--- config.mk ---
export PLATFORM = sky130hd
export DESIGN_NAME = sorteio_papeis_flat
export DESIGN_NICKNAME = d
export VERILOG_FILES = /design/src/rtl/sorteio_papeis_if.sv /design/src/rtl/sorteio_papeis.sv /design/src/flat_wrapper.sv
export SDC_FILE = /design/constraint.sdc
export NUM_CORES = 1
export LEC_CHECK = 0
export BUFFER_PORTS_ARGS = -buffer_cell sky130_fd_sc_hd__buf_2
export CORE_MARGIN = 4
export CORE_UTILIZATION = 65
export CTS_CLUSTER_DIAMETER = 80
export DETAILED_ROUTE_END_ITERATION = 8
export HOLD_SLACK_MARGIN = 0.15
export PLACE_DENSITY = 0.93
export RECOVER_POWER = 100
export SYNTH_ARGS = -nofsm -noshare
export SYNTH_HDL_FRONTEND = slang
export SYNTH_SLANG_ARGS = --single-unit
--- constraint.sdc ---
create_clock -name clock -period 4.96 [get_ports clock]
set_input_delay 1.24 -clock clock [delete_from_list [all_inputs] [get_ports clock]]
set_output_delay 1.24 -clock clock [all_outputs]
set_load 0.005 [all_outputs]
--- src/rtl/sorteio_papeis_if.sv ---
// Setup-phase bus between the game control unit and the role-draw datapath.
interface sorteio_papeis_if;
  logic        zera_CS;
  logic        e_seed_reg;
  logic        iniciar;
  logic [3:0]  endereco_jogador;
  logic [1:0]  papel;
  logic        pronto;
  logic [15:0] db_seed;
  logic [2:0]  db_estado;

  modport master (
    output zera_CS, e_seed_reg, iniciar, endereco_jogador,
    input  papel, pronto, db_seed, db_estado
  );

  modport slave (
    input  zera_CS, e_seed_reg, iniciar, endereco_jogador,
    output papel, pronto, db_seed, db_estado
  );
endinterface

--- src/rtl/sorteio_papeis.sv ---
// Role draw datapath: captures a seed, builds the fixed role deck and shuffles it with an
// LFSR-driven Fisher-Yates pass, then serves per-player role lookups.
module sorteio_papeis #(
  parameter int unsigned N_JOGADORES = 8,
  parameter int unsigned N_LOBOS     = 2
) (
  input logic        clock,
  input logic        reset,
  sorteio_papeis_if.slave bus
);

  localparam logic [15:0] LfsrInit      = 16'hACE1;
  localparam logic [15:0] LfsrTaps      = 16'hB400;
  localparam logic [3:0]  UltimoJogador = 4'(N_JOGADORES - 1);

  // Roles: 0 aldeao, 1 lobo, 2 vidente, 3 medico
  localparam logic [1:0] Aldeao  = 2'd0;
  localparam logic [1:0] Lobo    = 2'd1;
  localparam logic [1:0] Vidente = 2'd2;
  localparam logic [1:0] Medico  = 2'd3;

  typedef enum logic [2:0] {
    StOcioso   = 3'd0,
    StPreenche = 3'd1,
    StSorteia  = 3'd2,
    StTroca    = 3'd3,
    StPronto   = 3'd4
  } estado_e;

  estado_e     estado_q, estado_d;
  logic [15:0] cnt_q, seed_q, lfsr_q, lfsr_next;
  logic [3:0]  k_q, i_q, j_q, j_sorteado;
  // Sized to the full address space so entries beyond N_JOGADORES simply stay 0
  logic [1:0]  papel_q [16];
  logic [1:0]  carta_k;
  logic        aceita_inicio, aceita_j;

  assign lfsr_next     = {1'b0, lfsr_q[15:1]} ^ (lfsr_q[0] ? LfsrTaps : 16'h0000);
  assign j_sorteado    = lfsr_q[3:0];
  assign aceita_j      = (j_sorteado <= i_q);
  assign aceita_inicio = bus.iniciar && (estado_q == StOcioso || estado_q == StPronto);
  assign bus.db_seed   = seed_q;

  // Deck card for fill position k: wolves first, then seer, doctor, villagers
  always_comb begin
    carta_k = Aldeao;
    if (32'(k_q) < N_LOBOS) begin
      carta_k = Lobo;
    end else if (32'(k_q) == N_LOBOS) begin
      carta_k = Vidente;
    end else if (32'(k_q) == N_LOBOS + 1) begin
      carta_k = Medico;
    end
  end

  // FSM state register
  always_ff @(posedge clock or posedge reset) begin
    if (reset) begin
      estado_q <= StOcioso;
    end else begin
      estado_q <= estado_d;
    end
  end

  // FSM next state; clear overrides everything
  always_comb begin
    estado_d = estado_q;
    case (estado_q)
      StOcioso:   if (bus.iniciar) estado_d = StPreenche;
      StPreenche: if (k_q == UltimoJogador) estado_d = StSorteia;
      StSorteia:  if (aceita_j) estado_d = StTroca;
      StTroca:    estado_d = (i_q == 4'd1) ? StPronto : StSorteia;
      StPronto:   if (bus.iniciar) estado_d = StPreenche;
      default:    estado_d = StOcioso;
    endcase
    if (bus.zera_CS) estado_d = StOcioso;
  end

  // FSM outputs and combinational role readout
  always_comb begin
    bus.pronto = (estado_q == StPronto);
    case (estado_q)
      StOcioso, StPreenche, StSorteia, StTroca, StPronto: bus.db_estado = estado_q;
      default:                                            bus.db_estado = 3'b111;
    endcase
    bus.papel = Aldeao;
    if ({1'b0, bus.endereco_jogador} < 5'(N_JOGADORES)) begin
      bus.papel = papel_q[bus.endereco_jogador];
    end
  end

  // Free-running seed counter and seed capture register
  always_ff @(posedge clock or posedge reset) begin
    if (reset) begin
      cnt_q  <= '0;
      seed_q <= '0;
    end else if (bus.zera_CS) begin
      cnt_q  <= '0;
      seed_q <= '0;
    end else begin
      cnt_q <= cnt_q + 16'd1;
      if (bus.e_seed_reg) seed_q <= cnt_q;
    end
  end

  // LFSR and shuffle indices
  always_ff @(posedge clock or posedge reset) begin
    if (reset) begin
      lfsr_q <= LfsrInit;
      k_q    <= '0;
      i_q    <= '0;
      j_q    <= '0;
    end else if (bus.zera_CS) begin
      lfsr_q <= LfsrInit;
      k_q    <= '0;
      i_q    <= '0;
      j_q    <= '0;
    end else if (aceita_inicio) begin
      // A zero seed would lock the LFSR, so it is replaced by the reset pattern
      lfsr_q <= (seed_q == 16'h0000) ? LfsrInit : seed_q;
      k_q    <= '0;
    end else begin
      case (estado_q)
        StPreenche: begin
          if (k_q == UltimoJogador) i_q <= UltimoJogador;
          else                      k_q <= k_q + 4'd1;
        end
        StSorteia: begin
          lfsr_q <= lfsr_next;
          if (aceita_j) j_q <= j_sorteado;
        end
        StTroca: i_q <= i_q - 4'd1;
        default: ;
      endcase
    end
  end

  // Role array: deck fill, then pairwise swaps; frozen otherwise
  always_ff @(posedge clock or posedge reset) begin
    if (reset) begin
      for (int p = 0; p < 16; p++) papel_q[p] <= Aldeao;
    end else if (bus.zera_CS) begin
      for (int p = 0; p < 16; p++) papel_q[p] <= Aldeao;
    end else if (estado_q == StPreenche) begin
      papel_q[k_q] <= carta_k;
    end else if (estado_q == StTroca) begin
      papel_q[i_q] <= papel_q[j_q];
      papel_q[j_q] <= papel_q[i_q];
    end
  end

endmodule

--- src/flat_wrapper.sv ---
// flat-port wrapper written by rule: the top's interface ports become plain ports
module sorteio_papeis_flat 
#(
  parameter int unsigned N_JOGADORES = 8,
  parameter int unsigned N_LOBOS     = 2
)
  (clock, reset, bus_zera_CS, bus_e_seed_reg, bus_iniciar, bus_endereco_jogador, bus_papel, bus_pronto, bus_db_seed, bus_db_estado);
  sorteio_papeis_if bus_i ();
  input logic clock;
  input logic reset;
  input wire logic [$bits(bus_i.zera_CS)-1:0] bus_zera_CS;
  input wire logic [$bits(bus_i.e_seed_reg)-1:0] bus_e_seed_reg;
  input wire logic [$bits(bus_i.iniciar)-1:0] bus_iniciar;
  input wire logic [$bits(bus_i.endereco_jogador)-1:0] bus_endereco_jogador;
  output wire logic [$bits(bus_i.papel)-1:0] bus_papel;
  output wire logic [$bits(bus_i.pronto)-1:0] bus_pronto;
  output wire logic [$bits(bus_i.db_seed)-1:0] bus_db_seed;
  output wire logic [$bits(bus_i.db_estado)-1:0] bus_db_estado;
  assign bus_i.zera_CS = bus_zera_CS;
  assign bus_i.e_seed_reg = bus_e_seed_reg;
  assign bus_i.iniciar = bus_iniciar;
  assign bus_i.endereco_jogador = bus_endereco_jogador;
  assign bus_papel = bus_i.papel;
  assign bus_pronto = bus_i.pronto;
  assign bus_db_seed = bus_i.db_seed;
  assign bus_db_estado = bus_i.db_estado;
  sorteio_papeis #(.N_JOGADORES(N_JOGADORES), .N_LOBOS(N_LOBOS)) u_core (.clock(clock), .reset(reset), .bus(bus_i));
endmodule
==> results of run 1 <==
[final cells by class]
| type | count | area [um^2] | share of cell area [%] |
|---|---|---|---|
| tap | 133 | 166.4 | 2.499 |
| clock buffer | 10 | 137.6 | 2.067 |
| timing repair buffer | 35 | 161.4 | 2.424 |
| multi-input combinational | 542 | 3676 | 55.20 |
| clock inverter | 6 | 57.56 | 0.8643 |
| inverter | 19 | 72.57 | 1.090 |
| sequential | 95 | 2387 | 35.85 |
[through the flow]
stage | setup WS (ps) | instances | util, % | cell area (um^2)
after floorplan | 1256 | 705 | - | 6437
after global placement | 1515 | 824 | 67.22 | 6540
after detailed placement | 1434 | 824 | 67.22 | 6540
after CTS | 1433 | 840 | 69.23 | 6735
after global routing | 903.7 | 840 | 68.44 | 6659
final | 1248 | 840 | 68.44 | 6659
[power by group]
group,switching [uW],total (uW),internal [uW]
sequential,183,1030,851
clock,308,518,210
combinational,562,872,310
[sequential cells by signal, indices dropped and copies added (netlist names)]
signal and flops:
u_core.bus.db_seed 16, u_core.cnt_q 16, u_core.estado_q 3, u_core.i_q 4
u_core.j_q 4, u_core.k_q 4, u_core.lfsr_q 16, u_core.papel_q 32
[tightest hold or removal path, cell delays in order (launching register included)]
cell and delay (ps):
dfstp_2 380, nand2_1 40, o21ai_0 70
[logic make-up (layout without fill, tap and decap cells)]
family / count (synthesis) / count (layout) / synth area share [%]
and+or+nand+nor: 295 / 295 / 24.31
DFF: 95 / 95 / 37.08
muxes: 55 / 55 / 10.90
AOI/OAI and AO/OA: 161 / 161 / 17.55
xor gates and xnor gates: 17 / 17 / 2.313
buffers and inverters: 68 / 70 / 5.112
adders and majority gates: 14 / 14 / 2.721
[Yosys cell counts, types with 5 or more instances]
library cell	n
nand2_1	101
dfrtp_1	87
nor2_1	73
mux2i_1	42
a21oi_1	35
a22oi_1	22
buf_2	20
o21ai_1	20
o21ai_0	19
nand3_1	18
a211oi_1	17
inv_1	17
clkbuf_1	16
ha_1	14
mux4_2	12
nor3_1	11
nand4_1	10
xnor2_1	10
dfstp_2	8
nor2b_1	8
a221oi_2	7
and2_1	7
nor4_1	7
nor4b_1	7
xor2_1	7
a21o_1	6
a31oi_1	6
nand3b_1	6
nand4bb_1	6
nor3b_1	6
buf_4	5
nand2b_1	5
[routing by layer]
layer	vias up	GRT usage [%]	wire [um]
met5	-	0	0
met4	0	14.25	846
met3	102	5.639	1518
met2	345	51.55	8373
met1	2789	37.56	6308
li1	2558	-	-
[final timing paths]
kind	from	endpoint	slack, ps	depth (start not counted)
min in group asynchronous	reset	u_core.lfsr_q[2]	1560	2
hold / removal	u_core.lfsr_q[5]	u_core.lfsr_q[5]	490	2
hold reg to reg	u_core.lfsr_q[5]	u_core.lfsr_q[5]	490	2
setup / recovery	u_core.j_q[0]	u_core.papel_q[25]	1250	6
setup reg to reg	u_core.j_q[0]	u_core.papel_q[25]	1250	6
max in group asynchronous	reset	u_core.papel_q[3]	1650	3
==> results.md, run 1 <==
- In the layout the commonest cells are nand2_1 (102), dfrtp_1 (87), nor2_1 (73).
- The cell family contributing the most delay on the critical path is compound AO/OA/AOI/OAI gates.
- The worst voltage drop across the vdd grid is 0.0002194 V.
- The first global-routing pass estimated 27,990 um of wire.
- The number of post-CTS setup repair buffers is 0.
- After synthesis, the cell types taking the most area are dfrtp_1 (34%), mux2i_1 (6.5%), nand2_1 (5.9%), nor2_1 (4.3%), mux4_2 (4.2%).
- The worst setup path is launched from a flip-flop.
- The shortest clock period the worst path allows after layout is 3712 ps.
- The tightest hold path in the finished design has a slack of 489.3 ps.
- Counting distinct cell types in the post-synthesis netlist gives 64.
- At the end of the flow, the number of nets in the layout was 725.
- Counting along the longest clock path gives a buffer depth of 2.
- The overall power of the completed layout is 2423 uW.
- The quantity of gates resized following cts is 0.
- Data on the critical path is required at its endpoint by 5230 ps.
- The floorplan has 36 rows.
- The clock net sink count is 95.
- The run finished, with violations left.
- Across the run, the number of max-cap violations was 2.
- Across the routed clock network, the largest skew measured is 15.12 ps.
- STA classifies the critical path endpoint as a flip-flop.
- The initial antenna violation count is 0.
- The data arrival at the endpoint of the critical path is 3980 ps.
- From synthesis to final layout, the design area changed by 3.440%.
- Buffers inserted during clock tree synthesis total 9.
- TritonCTS built the clock tree.
- The number of DRC violations after detailed routing is 0.
- For the worst-skew pair, the clock arrives at the later sink with an insertion delay of 380 ps.
- The cell with the largest stage delay on the worst path is o31ai_2.
- The cell count after synthesis came out at 705.
- In this run the remaining antenna-violating nets after routing total 0.
- By startpoint and endpoint, the worst setup path is classified as flip-flop to flip-flop.
- Counting both buffers and inverters, the worst setup path holds a total of 1.
- The layout has 781 filler cells.
- Once the floorplan was initialized, standard cells occupied 66.17% of the core.
- The maximum level of the CTS H-tree is 3.
- The floorplan step defined a die boundary enclosing 11,560 um^2.
- The number of buffers added to fix hold violations after cts is 0.
- The Yosys step of the flow raised 0 warnings.
- The number of failing setup endpoints in the final timing report is 0.
- The number of pins with negative max-slew slack in the final report is 107.
- Summed over all cells, the static leakage comes to 0.002829 uW.
- The sequential cell area fraction in the yosys report is 37.08%.
- The number of hold-slack violations in the final timing report is 0.
- Of all flip-flops after synthesis, the portion carrying an async set or reset was 100.0%.
- The sum of net half-perimeters after detailed placement is 12,060 um.
- For this run, the leading register cell type out of synthesis is dfrtp_1.
- Setup repair after global routing left no endpoint under its margin.
- The width of the chip is 107.5 um.
- Routability-driven placement finished with a final weighted congestion of 1.013.
- Summing over every cut layer, the via total after detailed routing is 5,794.
- The final cycle utilization of the critical path is 74.83%.
- The final reports fail on capacitance limit, slew limit.
- Leaving out fill and tap cells, the most frequent cell in the layout is nand2_1.
- After synthesis the cells add up to 6437 um^2.
- The remaining global-route overflow is 0.
- The first detailed-routing pass took 5 iterations.
- Summed over all layers, the routed wires come to 17,050 um.
- In the global route stage, overall resource usage came out at 30.42%.
- The number of top-level pins is 31.
- Summed over all instances, the cell type with the most area after synthesis is dfrtp_1.
- The detailed router finished its first iteration with 538 violations.
- The die extent in y is 107.5 um.
- Clock-pin slew was measured on the worst setup and hold paths at 100 ps.
- The number of nets produced by synthesis is 728.
- The post-route setup TNS is 0 ps.
- The total core area is 9729 um^2.
- The master cell of the clock root buffer is clkbuf_8.
- The synthesized area per cell is 9.131 um^2.
- The fraction of layout instances using a drive strength above 1 is 11.46%.
- The largest single stage delay on the critical path is 1070 ps.
- The mean routed wirelength per cell is 20.29 um.
- The largest fanout of any net on the critical path is 17.
- In the routed layout, each cell is associated on average with a via count of 6.898.
- At the pin with the least slew margin, the transition time is 2568 ps.
- Derived from the worst setup path, the maximum achievable clock frequency is 269.4 MHz.
- The tightest min-delay check is of the flip-flop to flip-flop type.
- The repair_antennas step left the layout with diodes totalling 0.
- Traced cell by cell, the critical path runs through clkbuf_1 > mux4_2 > o21ai_0 > o31ai_2 > nand2_1 > a221oi_1.
- The number of global-route vias before repair came to 5,752.
- Synthesis inferred 95 register bits.
- Power spread over the standard cell area amounts to 363.9 nW/um^2.
- The tightest slew margin relative to the limit is -72.15%.
- The synthesized design devotes to its leading area cell type 33.82% of total area.
- The port buffer count is 30.
- Entering global routing, the biggest net connects 62 pins.
- The number of enable flip-flop cells after synthesis is 0.
(Power assumes the default switching activity.)
==> inputs of run 2 (changes only) <==
Settings changed: ABC_AREA set to 1, CORE_UTILIZATION 65 to 63, PLACE_DENSITY 0.93 to 0.9.
Clock period 4.96 ns to 3.7 ns, I/O delays scaled along.
==> results.md, run 2 <==
- The flow ran to the end, but the final reports show violations.
- The checks that failed: capacitance limit, slew limit.
- The die extent in y is 109.7 um.
- dfrtp_1 takes more of the synthesized area than any other cell.
- Global routing used 31.03% of the available tracks across all layers.
- The worst hold path begins at u_core.lfsr_q[9].
- For this configuration, the core starts out at a cell density of 65.71%.
- After detailed routing, the number of remaining DRC violations is 0.
- The sum of net half-perimeters after detailed placement is 12,880 um.
- In this run the worst setup path begins at bus_zera_CS.
- Data arrives at the worst endpoint at 3250 ps.
- The clock tree synthesis step divided the H-tree into 3 levels.
- The synthesized-area fraction occupied by xor and xnor cells is 0.8071%.
- Setup repair after global routing left no endpoint under its margin.
- The portion of total power attributed to the clock network is 17.8%.
- The count of nets left with antenna violations once routing finished came out at 0.
- The most frequent standard cell in the layout excluding fill and tap cells is nand2_1.
- Setup violations remaining at the end of the flow were counted as 0.
- The slew of the pin with the lowest slew margin is 2275 ps.
- The floorplan has 36 rows.
- After technology mapping, the gate count stands at 997.
- Cell internal power was estimated by the tool at 2102 uW.
- The quantity of gates resized following cts is 0.
- The share of synthesized flip-flops with an asynchronous set or reset is 100.0%.
- The library cells used most frequently in the layout, excluding fill and tap cells, are nand2_1 (268), nor2_1 (156), inv_1 (125).
- By count the netlist is led by nand2_1 (268), nor2_1 (152), inv_1 (124).
- The setup path with the least slack is of type input port to flip-flop.
- The multiplexer fraction of the synthesized cell area is 0%.
- In the final routed layout, each cell accounts on average for 15.43 um.
- The core region is 9910 um^2.
- Routability-driven placement finished with a final weighted congestion of 0.9425.
- The startpoint identified for the worst register-to-register timing path is u_core.i_q[0].
- The worst-skew pair later-pin latency is 400 ps.
- The flip-flop and latch count after synthesis is 95.
- After detailed routing, the total wire length is 17,700 um.
- After layout, the minimum clock period comes to 2968 ps.
- Counting flops with a built-in enable in the synthesized netlist gives 0.
- For this design the total switching power over the nets is 2022 uW.
- The register with the most flip-flops in the layout has 32 of them.
- By area, the combinational part of the netlist is dominated by simple AND/OR/NAND/NOR gates.
- The first TritonRoute pass finished after 6 iterations.
- The number of distinct library cells after synthesis is 36.
- In this run the deepest clock path goes through 2 buffers.
- The floorplan step defined a die boundary enclosing 12,030 um^2.
- In this run the worst hold path is classified as flip-flop to flip-flop.
- The synthesized area per cell is 6.531 um^2.
- The largest fanout of any net on the critical path is 25.
- The top flip-flop cell by instance count after synthesis is dfrtp_1.
- The sequential cell fraction of total power is 35.0%.
- Port buffering added 30 buffers.
- The global-route wire length before repair is 28,990 um.
- The master cell of the clock root buffer is clkbuf_8.
- The finished cells cover 6817 um^2.
- Net switching is 49.03% of the power.
- Clock-pin slew was measured on the worst setup and hold paths at 90 ps.
- In this run, the number of DRC markers left after iteration 0 of detailed routing was 857.
- For this run, the post-layout net count is 1,032.
- The most numerous cell in the Yosys netlist is nand2_1.
- From left edge to right edge, the die measures 109.7 um.
- IR analysis of the VDD net gives a maximum drop of 0.0005108 V.
- The initial antenna violation count is 0.
- The sequential cell area fraction in the yosys report is 36.66%.
- Global routing finished with a remaining overflow of 0.
- The via count of the routed design is 6,691.
- After Yosys synthesis, and, or, nand and nor cells account for 34.67% of the synthesized area.
- The critical path launch point type is an input port.
- The number of pins with negative max-slew slack in the final report is 60.
- The largest net degree at the start of global routing is 61.
- For the final database, setup skew stands at 9.695 ps.
- Of the total power, combinational logic draws 47.1%.
- The number of global-route vias before repair came to 6,021.
- After synthesis the cells add up to 6511 um^2.
- The antenna diode count is 0.
- In the final layout, the share of cells above drive strength 1 is 5.720%.
- The element type at the critical path end is a flip-flop.
- u_core.papel_q holds more flip-flops than any other register.
- The number of hold-slack violations in the final timing report is 0.
- The tool flagged a number of max-cap violations equal to 1.
- For this design the ratio of total power to cell area is 605.0 nW/um^2.
- The Yosys warning count is 0.
- The post-route setup TNS is 0 ps.
- The number of post-CTS setup repair buffers is 0.
- The ratio of routed vias to standard cells is 5.833.
- The final cycle utilization of the critical path is 80.22%.
- The clock net sink count is 95.
- The compound-cell area share of the yosys netlist is 14.09%.
- The number of top-level pins is 31.
- The number of buffers added to fix hold violations after cts is 0.
- TritonCTS built the clock tree.
- In the post-synthesis netlist, the biggest area contributors are dfrtp_1 (33%), nand2_1 (15%), nor2_1 (8.8%), inv_1 (7.1%), o21ai_0 (5.8%).
- After synthesis, the largest area contributor takes up 33.44% of total cell area.
- The total CTS buffers is 9.
- The fraction of the mapped netlist area in adder cells is 2.690%.
- The relative area change from synthesis to final layout is 4.689%.
- The worst pin sits at a relative slew slack of -51.86%.
- The post-place instance area is 6659 um^2.
- The data required time at the worst endpoint is 3980 ps.
- Timing would allow up to 336.9 MHz.
- Counting every net in the synthesized netlist gives 1,020.
- For this design the static power due to leakage is 0.003371 uW.
## run 2: routing by layer
layer | track usage [%] | vias up | part of all wire (%)
met4 | 11.22 | 0 | 2.2
met2 | 46.73 | 358 | 45
li1 | - | 3210 | -
met3 | 7.340 | 42 | 10
met1 | 43.75 | 3081 | 43
met5 | 0 | - | 0
## run 2: critical path, stage by stage
cell and delay, ps:
clkbuf_1 620, clkinv_1 240, buf_4 280, nand2_1 400, inv_1 350, a221oi_1 350, nor2_1 60
## run 2: kinds of logic (layout without fill, tap and decap cells)
kind of cell,after synthesis,in the layout
AOI/OAI and AO/OA,171,171
xor gates and xnor gates,6,6
adders and majority gates,14,14
buffers and inverters,166,183
DFF,95,95
and+or+nand+nor,545,545
## run 2: power by group through the flow
stage,clock (uW),combinational [uW],sequential (uW)
floorplan,0,1600,1350
global placement,0,1840,1450
detailed placement,0,1890,1450
CTS,742,1900,1430
global route,782,2170,1460
finish,735,1940,1440
## run 2: path summary, 6_finish.rpt
path                                               to  slack [ps]  cells after the start
worst max-delay path                 u_core.lfsr_q[1]         730                      7
worst min-delay path                 u_core.lfsr_q[9]         500                      2
worst max register to register     u_core.papel_q[27]        1060                     10
worst min register to register       u_core.lfsr_q[9]         500                      2
max in group asynchronous       u_core.bus.db_seed[4]        1110                      2
min in group asynchronous          u_core.papel_q[11]        1290                      2
## run 2: per-stage QoR
stage               total power, uW  utilization (%)  hold slack [ps]  setup WS [ps]  cells
floorplan                      2949                -            445.9          311.2    997
global placement               3287            67.20            471.5          917.2   1131
detailed placement             3338            67.20            474.7          799.7   1131
CTS                            4077            69.27            496.6          914.1   1147
global route                   4416            68.79            520.7          548.3   1147
finish                         4124            68.79            497.4          731.8   1147
## run 2: area by class of cell
class	count	area, um^2
clock inverters	5	63.81
inverters	131	493.0
fillers	843	3093
multi-input cells	736	3386
well taps	133	166.4
flip-flops and latches	95	2387
clock buffers	11	141.4
repair buffers	36	178.9
